`src/rtl/rv_mc_ctrl.sv`:
```
// rv_mc_ctrl: multi-cycle RV32I control unit.
//
// Sequences one instruction at a time through FETCH -> DECODE -> EXEC
// [-> MEM [-> WB]] and back to FETCH. Illegal encodings and memory
// timeouts park the FSM in TRAP until reset.
//
// Handshake: fetch_req / dram_req are held high for as long as the FSM
// waits in FETCH / MEM. The matching ready input (fetch_ready / dram_ready)
// completes the access in the cycle it is sampled high, and the request
// drops on the next cycle. Requests are never withdrawn early, except by
// reset or by a timeout trap.
//
// Ports:
//   clk, rst            clock (rising edge), async active-high reset
//   instruction         IR contents, stable from DECODE until next FETCH
//   br_eq, br_lt        branch comparator results
//   fetch_ready         instruction memory data valid
//   dram_ready          data memory access complete
//   fetch_req, ir_we    instruction fetch request / IR latch enable
//   pc_we, npc_op       PC update (retire pulse) / take branch-jump target
//   br_un               unsigned branch compare
//   rf_we, wb_sel       register write enable / writeback source
//   sext_op, alu_op     immediate format / ALU operation
//   alua_sel, alub_sel  ALU operand selects
//   dram_req, dram_we   data memory request / write
//   dram_size           00 byte, 01 half, 10 word
//   load_unsigned       zero-extend load data
//   illegal, bus_err    sticky trap cause flags
//   halted              FSM is in TRAP
//   instret             retired instruction count
//   fsm_state           current FSM state (debug visibility)
module rv_mc_ctrl #(
   parameter int MEM_TIMEOUT = 16,
   parameter int CNT_W       = 32
) (
   input  logic             clk,
   input  logic             rst,
   input  logic [31:0]      instruction,
   input  logic             br_eq,
   input  logic             br_lt,
   input  logic             fetch_ready,
   input  logic             dram_ready,
   output logic             fetch_req,
   output logic             ir_we,
   output logic             pc_we,
   output logic             npc_op,
   output logic             br_un,
   output logic             rf_we,
   output logic [1:0]       wb_sel,
   output logic [2:0]       sext_op,
   output logic [3:0]       alu_op,
   output logic [1:0]       alua_sel,
   output logic [1:0]       alub_sel,
   output logic             dram_req,
   output logic             dram_we,
   output logic [1:0]       dram_size,
   output logic             load_unsigned,
   output logic             illegal,
   output logic             bus_err,
   output logic             halted,
   output logic [CNT_W-1:0] instret,
   output logic [2:0]       fsm_state
);

   // Opcodes
   localparam logic [6:0] OP_LUI    = 7'b0110111;
   localparam logic [6:0] OP_AUIPC  = 7'b0010111;
   localparam logic [6:0] OP_JAL    = 7'b1101111;
   localparam logic [6:0] OP_JALR   = 7'b1100111;
   localparam logic [6:0] OP_BRANCH = 7'b1100011;
   localparam logic [6:0] OP_LOAD   = 7'b0000011;
   localparam logic [6:0] OP_STORE  = 7'b0100011;
   localparam logic [6:0] OP_IMM    = 7'b0010011;
   localparam logic [6:0] OP_REG    = 7'b0110011;
   localparam logic [6:0] OP_FENCE  = 7'b0001111;

   // Datapath select encodings shared with the single-cycle decoder
   localparam logic [3:0] ALU_ADD  = 4'd0;
   localparam logic [3:0] ALU_SUB  = 4'd1;
   localparam logic [3:0] ALU_SLL  = 4'd2;
   localparam logic [3:0] ALU_SLT  = 4'd3;
   localparam logic [3:0] ALU_SLTU = 4'd4;
   localparam logic [3:0] ALU_XOR  = 4'd5;
   localparam logic [3:0] ALU_SRL  = 4'd6;
   localparam logic [3:0] ALU_SRA  = 4'd7;
   localparam logic [3:0] ALU_OR   = 4'd8;
   localparam logic [3:0] ALU_AND  = 4'd9;

   localparam logic [2:0] SEXT_I = 3'd0;
   localparam logic [2:0] SEXT_S = 3'd1;
   localparam logic [2:0] SEXT_B = 3'd2;
   localparam logic [2:0] SEXT_U = 3'd3;
   localparam logic [2:0] SEXT_J = 3'd4;

   localparam logic [1:0] A_PC   = 2'd0;
   localparam logic [1:0] A_RS1  = 2'd1;
   localparam logic [1:0] A_ZERO = 2'd2;
   localparam logic [1:0] B_RS2  = 2'd0;
   localparam logic [1:0] B_IMM  = 2'd1;

   localparam logic [1:0] WB_ALU  = 2'b00;
   localparam logic [1:0] WB_DRAM = 2'b01;
   localparam logic [1:0] WB_PC4  = 2'b10;

   // Timeout counter sizing; MEM_TIMEOUT of 0 turns the timeout off
   localparam int             TW     = $clog2(MEM_TIMEOUT + 2);
   localparam bit             TO_EN  = (MEM_TIMEOUT > 0);
   localparam logic [TW-1:0]  T_LAST = (MEM_TIMEOUT > 0) ? TW'(MEM_TIMEOUT - 1) : '0;

   typedef enum logic [2:0] {
      S_FETCH  = 3'd0,
      S_DECODE = 3'd1,
      S_EXEC   = 3'd2,
      S_MEM    = 3'd3,
      S_WB     = 3'd4,
      S_TRAP   = 3'd5
   } state_t;

   typedef enum logic [2:0] {
      K_ALU, K_BRANCH, K_JUMP, K_LOAD, K_STORE, K_FENCE
   } kind_t;

   state_t        state, state_next;
   logic [TW-1:0] tcnt;

   logic [6:0] opcode;
   logic [2:0] f3;
   logic [6:0] f7;
   logic [4:0] rd;
   assign opcode = instruction[6:0];
   assign rd     = instruction[11:7];
   assign f3     = instruction[14:12];
   assign f7     = instruction[31:25];

   // rs1/rs2 fields only matter to the datapath
   logic unused_fields;
   assign unused_fields = ^instruction[24:15];

   // Decoded instruction attributes
   logic       d_legal, d_br_un, d_take;
   kind_t      d_kind;
   logic [3:0] d_alu_op;
   logic [2:0] d_sext;
   logic [1:0] d_alua, d_alub;

   logic rf_we_raw, set_illegal, set_bus_err, timeout_hit, waiting;

   function automatic logic [3:0] alu_fn(input logic [2:0] fn3, input logic alt);
      logic [3:0] r;
      case (fn3)
         3'b000:  r = alt ? ALU_SUB : ALU_ADD;
         3'b001:  r = ALU_SLL;
         3'b010:  r = ALU_SLT;
         3'b011:  r = ALU_SLTU;
         3'b100:  r = ALU_XOR;
         3'b101:  r = alt ? ALU_SRA : ALU_SRL;
         3'b110:  r = ALU_OR;
         default: r = ALU_AND;
      endcase
      return r;
   endfunction

   always_comb begin
      d_legal  = 1'b0;
      d_kind   = K_ALU;
      d_alu_op = ALU_ADD;
      d_sext   = SEXT_I;
      d_alua   = A_RS1;
      d_alub   = B_IMM;
      d_br_un  = 1'b0;
      d_take   = 1'b0;
      case (opcode)
         OP_LUI: begin
            d_legal = 1'b1;
            d_sext  = SEXT_U;
            d_alua  = A_ZERO;
         end
         OP_AUIPC: begin
            d_legal = 1'b1;
            d_sext  = SEXT_U;
            d_alua  = A_PC;
         end
         OP_JAL: begin
            d_legal = 1'b1;
            d_kind  = K_JUMP;
            d_sext  = SEXT_J;
            d_alua  = A_PC;
         end
         OP_JALR: begin
            d_legal = (f3 == 3'b000);
            d_kind  = K_JUMP;
         end
         OP_BRANCH: begin
            d_legal = (f3[2:1] != 2'b01);
            d_kind  = K_BRANCH;
            d_sext  = SEXT_B;
            d_alua  = A_PC;
            d_br_un = f3[1];
            // f3[2] picks lt vs eq; f3[0] inverts (BNE/BGE/BGEU)
            d_take  = (f3[2] ? br_lt : br_eq) ^ f3[0];
         end
         OP_LOAD: begin
            d_legal = (f3 == 3'b000) || (f3 == 3'b001) || (f3 == 3'b010) ||
                      (f3 == 3'b100) || (f3 == 3'b101);
            d_kind  = K_LOAD;
         end
         OP_STORE: begin
            d_legal = !f3[2] && (f3[1:0] != 2'b11);
            d_kind  = K_STORE;
            d_sext  = SEXT_S;
         end
         OP_IMM: begin
            if (f3 == 3'b001)
               d_legal = (f7 == 7'b0000000);
            else if (f3 == 3'b101)
               d_legal = (f7 == 7'b0000000) || (f7 == 7'b0100000);
            else
               d_legal = 1'b1;
            // bit 30 is immediate data except for shift-right
            d_alu_op = alu_fn(f3, f7[5] && (f3 == 3'b101));
         end
         OP_REG: begin
            d_legal  = (f7 == 7'b0000000) ||
                       ((f7 == 7'b0100000) && ((f3 == 3'b000) || (f3 == 3'b101)));
            d_alub   = B_RS2;
            d_alu_op = alu_fn(f3, f7[5]);
         end
         OP_FENCE: begin
            d_legal = 1'b1;
            d_kind  = K_FENCE;
         end
         default: d_legal = 1'b0;
      endcase
   end

   assign waiting     = ((state == S_FETCH) && !fetch_ready) ||
                        ((state == S_MEM) && !dram_ready);
   assign timeout_hit = TO_EN && (tcnt == T_LAST);

   always_comb begin
      state_next    = state;
      fetch_req     = 1'b0;
      ir_we         = 1'b0;
      pc_we         = 1'b0;
      npc_op        = 1'b0;
      br_un         = 1'b0;
      rf_we_raw     = 1'b0;
      wb_sel        = WB_ALU;
      sext_op       = 3'd0;
      alu_op        = 4'd0;
      alua_sel      = 2'd0;
      alub_sel      = 2'd0;
      dram_req      = 1'b0;
      dram_we       = 1'b0;
      dram_size     = 2'b00;
      load_unsigned = 1'b0;
      set_illegal   = 1'b0;
      set_bus_err   = 1'b0;
      if (!rst) begin
         // Operand selects stay valid through MEM/WB so the address holds
         if ((state == S_EXEC) || (state == S_MEM) || (state == S_WB)) begin
            sext_op  = d_sext;
            alu_op   = d_alu_op;
            alua_sel = d_alua;
            alub_sel = d_alub;
            br_un    = d_br_un;
         end
         case (state)
            S_FETCH: begin
               fetch_req = 1'b1;
               ir_we     = fetch_ready;
               if (fetch_ready) begin
                  state_next = S_DECODE;
               end else if (timeout_hit) begin
                  state_next  = S_TRAP;
                  set_bus_err = 1'b1;
               end
            end
            S_DECODE: begin
               if (d_legal) begin
                  state_next = S_EXEC;
               end else begin
                  state_next  = S_TRAP;
                  set_illegal = 1'b1;
               end
            end
            S_EXEC: begin
               case (d_kind)
                  K_ALU: begin
                     rf_we_raw  = 1'b1;
                     pc_we      = 1'b1;
                     state_next = S_FETCH;
                  end
                  K_BRANCH: begin
                     npc_op     = d_take;
                     pc_we      = 1'b1;
                     state_next = S_FETCH;
                  end
                  K_JUMP: begin
                     npc_op     = 1'b1;
                     rf_we_raw  = 1'b1;
                     wb_sel     = WB_PC4;
                     pc_we      = 1'b1;
                     state_next = S_FETCH;
                  end
                  K_LOAD, K_STORE: state_next = S_MEM;
                  default: begin
                     pc_we      = 1'b1;
                     state_next = S_FETCH;
                  end
               endcase
            end
            S_MEM: begin
               dram_req      = 1'b1;
               dram_we       = (d_kind == K_STORE);
               dram_size     = f3[1:0];
               load_unsigned = f3[2];
               if (dram_ready) begin
                  if (d_kind == K_STORE) begin
                     pc_we      = 1'b1;
                     state_next = S_FETCH;
                  end else begin
                     state_next = S_WB;
                  end
               end else if (timeout_hit) begin
                  state_next  = S_TRAP;
                  set_bus_err = 1'b1;
               end
            end
            S_WB: begin
               rf_we_raw  = 1'b1;
               wb_sel     = WB_DRAM;
               pc_we      = 1'b1;
               state_next = S_FETCH;
            end
            S_TRAP:  state_next = S_TRAP;
            default: state_next = S_FETCH;
         endcase
      end
   end

   // x0 is hardwired to zero, so never write it
   assign rf_we     = rf_we_raw && (rd != 5'd0);
   assign halted    = (state == S_TRAP);
   assign fsm_state = state;

   always_ff @(posedge clk or posedge rst) begin
      if (rst) begin
         state   <= S_FETCH;
         tcnt    <= '0;
         illegal <= 1'b0;
         bus_err <= 1'b0;
         instret <= '0;
      end else begin
         state <= state_next;
         if (set_illegal) illegal <= 1'b1;
         if (set_bus_err) bus_err <= 1'b1;
         if (pc_we) instret <= instret + CNT_W'(1);
         if (state_next != state)
            tcnt <= '0;
         else if (waiting && TO_EN)
            tcnt <= tcnt + TW'(1);
      end
   end

endmodule
```
`config.mk`:
```
export PLATFORM = sky130hd
export DESIGN_NAME = rv_mc_ctrl
export DESIGN_NICKNAME = d
export VERILOG_FILES = /design/src/rtl/rv_mc_ctrl.sv
export SDC_FILE = /design/constraint.sdc
export NUM_CORES = 1
export LEC_CHECK = 0
export BUFFER_PORTS_ARGS = -buffer_cell sky130_fd_sc_hd__clkbuf_2
export CAP_MARGIN = 20
export CORE_MARGIN = 2
export CORE_UTILIZATION = 40
export CTS_CLUSTER_DIAMETER = 50
export CTS_CLUSTER_SIZE = 28
export DETAILED_ROUTE_END_ITERATION = 8
export GPL_ROUTABILITY_DRIVEN = 0
export HOLD_SLACK_MARGIN = 0.15
export PLACE_DENSITY = 0.76
export SYNTH_ARGS = -nofsm -noshare
export SYNTH_HDL_FRONTEND = slang
export SYNTH_SLANG_ARGS = --single-unit
```
`constraint.sdc`:
```
create_clock -name clk -period 2.4 [get_ports clk]
set_input_delay 0.48 -clock clk [delete_from_list [all_inputs] [get_ports clk]]
set_output_delay 0.48 -clock clk [all_outputs]
set_load 0.005 [all_outputs]
```
### After elaboration in Yosys (flattened, before gate mapping)

Index checks and enable logic that the tools add are counted.

| operators by class | value |
|---|---|
| add/subtract/negate cells | 2 |
| equality and inequality tests | 30 |
| muxes and demuxes | 71 |
| bitwise operators | 1 |
| reduce and logical (&&, ||, !) cells | 31 |

Operators by type and width:

| kind | number |
|---|---|
| $pmux W4 S7 | 2 |
| $mux W1 | 37 |
| $add A32 B1 Y32 const B | 1 |
| $pmux W3 S5 | 2 |
| $eq A7 B6 Y1 const B | 4 |
| $mux W3 | 8 |
| $eq A7 B7 Y1 const B | 3 |
| $eq A3 B2 Y1 const B | 6 |
| $eq A3 B3 Y1 const B | 6 |
| $mux W2 | 9 |
| $eq A7 B5 Y1 const B | 2 |
| $pmux W3 S4 | 1 |
| $logic_or A1 B1 Y1 | 10 |
| $mux W5 | 2 |
| $eq A3 B1 Y1 const B | 3 |
| $logic_not A3 Y1 | 3 |
| $mux W4 | 2 |
| $pmux W2 S2 | 2 |
| $pmux W4 S2 | 1 |
| $reduce_or A2 Y1 | 4 |
| $eq A7 B2 Y1 const B | 1 |
| $eq A7 B4 Y1 const B | 1 |
| $logic_not A7 Y1 | 1 |
| $pmux W1 S7 | 1 |
| other kinds (14) | 23 |

| storage, ports and cells | value |
|---|---|
| register bits after elaboration | 42 |
| output and inout bits | 62 |
| word-level logic and storage cells | 140 |

### Longest topological paths before layout

| logic depth | value |
|---|---|
| depth after elaboration | 11 |
| depth in mapped cells | 8 |

### Least setup slack after synthesis

No wires, ideal clock.

| path | value |
|---|---|
| kind | input-to-reg |
| start point | in rst |
| end point | reg state[1] (netlist: fsm_state[1]) |
| library setup time | 0.122 ns |
| data arrival time | 2.039 ns |
| slack | 0.239 ns |
| stages on the path | 4 |
| path buffers | 1 |
| cell sequence | clkbuf_1 -> inv_1 -> o21ai_0 -> a32o_1 |

| on the way | value |
|---|---|
| cells in the longest elaborated chain, start to end | 1 |

Ends and longest elaborated chain:

| item | line | source |
|---|---|---|
| start, declared | 37 | `input logic rst,` |
| $mux W3 | 259 | `if (!rst) begin` |
| named net state_next[1] | 123 | `state_t state, state_next;` |
| end signal, assigned | 355 | `state <= state_next;` |
| end, declared | 123 |  |

The timed path passes the listed nets, and every way through them passes these cells.
A chain may end at the register's enable or synchronous reset.

### Final worst setup path

| path | value |
|---|---|
| start point | reg state[0] (netlist: fsm_state[0]) |
| end point | out sext_op[2] |

| on the way | value |
|---|---|
| cells in the longest elaborated chain, start to end | 5 |

Ends and longest elaborated chain:

| item | line | source |
|---|---|---|
| $eq A3 B2 Y1 | 261 | `if ((state == S_EXEC) \|\| (state == S_MEM) \|\| (state == S_WB)) begin` |
| $logic_or A1 B1 Y1 | 261 |  |
| $logic_or A1 B1 Y1 (*) | 261 |  |
| $mux W3 (*) | 261 |  |
| $mux W3 (*) | 259 |  |
| end, declared | 50 | `output logic [2:0] sext_op,` |

Mark *: on every way between the ends. The rest lies on a longest branch, timed or not.

==> metrics.md <==
| Metric | Value |
|---|---|
| Final setup viols | `0` |
| Critical Path Start Type | `flop` |
| Diode count | `0` |
| Synth area leaders | `dfrtp_1, xor2_1, nor3_1` |
| FMAX | `429 MHz` |
| Reg2reg setup slack | `0.26 ns` |
| VDD IR max | `0.306 mV` |
| Core box area | `0.00642 mm^2` |
| Height of the die | `85.7 um` |
| # IOs | `100` |
| Reg2Reg Launch Point | `fsm_state[0]` |
| DR pass1 iterations | `6` |
| Fin crit period | `2.33 ns` |
| Yosys warns | `0` |
| Pre-CTS worst setup slack | `0.133 ns` |
| CTS tree | `built` |
| Avg Cell Area, Syn | `9.24 um^2` |
| Fillers | `618` |
| Register area | `0.00105 mm^2` |
| CP endpoint kind | `output pin` |
| Clock transition at path regs | `0.08 ns` |
| IO Port Bufs | `88` |
| Net Count, Synth | `330` |
| Core Rows | `29` |
| Grt met1 use | `24.0%` |
| Met3 Use GR | `3.46%` |
| DRC viols | `4` |
| Via count | `2,550` |
| EDFF count, synth | `0` |
| Final Slew Violations | `0` |
| Post-DP HPWL | `5.00 mm` |
| Sequential-to-total area share from yosys stat | `39.3%` |
| Die area | `0.00735 mm^2` |
| Layout cell share with drive strength beyond 1 | `36.7%` |
| Hold Crit Class | `in2async` |
| Die W | `85.7 um` |
| Busiest grt layer | `met2` |
| Clock Tree Root | `clkbuf_8` |
| Synthesized area | `0.00267 mm^2` |
| Clk sink count | `42` |
| Wire per inst | `13.7 um` |
| Starting Density | `41.6%` |
| Vias per cell | `5.44` |
| CP most frequent cell | `buf_4` |
| Yosys reg bits | `42` |
| First-pass GRT wire length | `10.9 mm` |
| Worst path cell trace | `buf_4 -> nor4b_2 -> nor2_2 -> buf_4 -> nor3_1 -> clkbuf_2` |
| Initial DRC Count | `69` |
| Leak | `0.00171 uW` |
| Clk_skew | `0.00848 ns` |
| Number of global-route vias before repair | `2,394` |
| Worst hold slack | `0.398 ns` |
| Initial antenna violation count | `0` |
| Area of the multi-input gates | `0.00154 mm^2` |
| Total CTS buffers | `5` |
| Worst r2r path cells | `7` |
| Yosys cell types | `56` |
| Most common cell after layout, fill and taps aside | `clkbuf_2` |
| GR Util met2 | `29.5%` |
| Worst Path Required | `1.92 ns` |
| RSZ-0062 raised after global routing | `yes` |
| R2r endpoint | `instret[29]` |
| Total detailed-routing wirelength | `6.41 mm` |
| Synth-to-layout area growth | `28.3%` |
| Failing checks | `design-rule violations` |
| Final Cycle Share | `97.2%` |
| Layout Nets | `432` |
| Main synth FF type | `dfrtp_1` |
| Slowest CP cell | `dfrtp_1` |
| WS Path Type | `reg2out` |
| Buf+Inv Stages, Crit Path | `3` |
| Clk Latency, worst-skew pair | `0.29 ns` |
| Final WS setup | `0.0678 ns` |
| GRT Total Usage | `18.0%` |
| PD cells | `606 mW/mm^2` |
| Pwr Total | `2080 uW` |
| Max_cap viols | `0` |
| Critical Path AT | `1.85 ns` |
| Max incr delay on CP | `0.39 ns` |
| Syn Inst Count | `289` |
| DRT antenna net count | `0` |
| Pin count of the biggest net entering global routing | `37` |
| Share of the synthesized area in the top cell type | `39.3%` |
| Status | `finished, violations left` |
| Post-synthesis async set-or-reset flop share | `100%` |
| Most frequent cells in the layout | `clkbuf_2, dfrtp_1, xor2_1, nor2_1` |
| Clock Tree Buf Depth | `2` |
| Critical path's top delay family | `simple AND/OR/NAND/NOR gates` |
| Hold Fails Final Rpt | `0` |
| Area leader, netlist | `dfrtp_1` |
| Worst Path Max Fanout | `20` |
| Remaining Overflow, GRT | `0` |
| Htree depth | `2` |
how the worst max path moves through the flow:
stage | startpoint | to | slack, ns | cells after the start
2_1_floorplan | rst | fsm_state[1] | 0.24 | 4
3_3_place_gp | instruction[2] | alu_op[0] | 0.14 | 6
3_5_place_dp | instruction[0] | instret[23] | 0.13 | 7
4_1_cts | fsm_state[1] | alu_op[0] | -0.02 | 5
5_1_grt | fsm_state[0] | sext_op[2] | -0.004 | 6
6_report | fsm_state[0] | sext_op[2] | 0.07 | 6
cells in the mapped netlist (2+ instances only):
cell type and instances:
nor4_2 5, dfrtp_1 42, a21oi_1 12, xor2_1 27, or3_1 4, inv_1 11
ha_1 3, nor2b_1 2, nor4b_2 6, and3_1 7, o21ai_0 9, a221oi_1 2
nor4_1 5, nor2_1 24, a211oi_1 2, and2_1 4, nand4b_1 2, a22o_1 2
nand3b_1 2, nor3_1 21, xnor2_1 9, nand4_1 8, or3b_1 2, nand2_1 19
o21ai_1 3, clkbuf_1 8, buf_2 2, nor3b_1 2, mux2i_1 2, nand3_1 15
buf_6 2
worst reg2reg max path, delay by kind of cell, from the launching register on:
kind	cells	cell delay (ns)
DFF	1	0.39
and+or+nand+nor	2	0.60
AOI/OAI and AO/OA	2	0.53
buffers and inverters	2	0.38
xor gates and xnor gates	1	0.16
final cells by class:
| type | count | area share [%] |
|---|---|---|
| Multi-Input combinational cell | 223 | 44.9 |
| Sequential cell | 42 | 30.7 |
| Timing Repair Buffer | 108 | 17.2 |
| Tap cell | 77 | 2.81 |
| Clock buffer | 5 | 2.01 |
| Inverter | 11 | 1.20 |
| Clock inverter | 3 | 1.17 |
per-stage QoR:
step | area [um^2] | util [%] | setup TNS, ns | cells
6_report | 3430 | 53.4 | 0 | 469
5_1_grt | 3430 | 53.4 | -0.00421 | 469
4_1_cts | 3390 | 52.8 | -0.0219 | 468
3_5_place_dp | 3270 | 51.0 | 0 | 459
3_3_place_gp | 3270 | 51.0 | 0 | 459
2_1_floorplan | 2670 | - | 0 | 289
metal layers:
layer	vias to the layer above	wire length (um)
met1	1194	2950
met4	0	68
met5	-	0
met3	5	439
met2	101	2950
li1	1250	-
registers in the layout, indices dropped and copies added (netlist names):
| signal | count |
|---|---|
| tcnt | 5 |
| instret | 32 |
| fsm_state | 3 |
| illegal | 1 |
| bus_err | 1 |
where the power goes:
part | internal, uW | switching [uW] | total (uW) | leakage, uW
clock | 306 | 242 | 548 | 0.0000579
combinational | 298 | 409 | 707 | 0.00109
sequential | 766 | 55.2 | 822 | 0.000563
timing repair:
item,CTS,global route
buffers inserted,1,1
gates resized for setup,1,7
endpoints found under the setup margin,3,7
hold endpoints to repair,0,0
hold buffers,0,0
kinds of logic after synthesis:
group,after synthesis,share of synthesized area (%)
AOI/OAI and AO/OA,42,10.5
xor gates and xnor gates,36,11.8
adders and majority gates,3,1.41
buffers and inverters,24,4.17
DFF,42,39.3
muxes,3,1.17
other,1,0.140
and+or+nand+nor,138,31.5
Power figures use the tool's default switching activity.
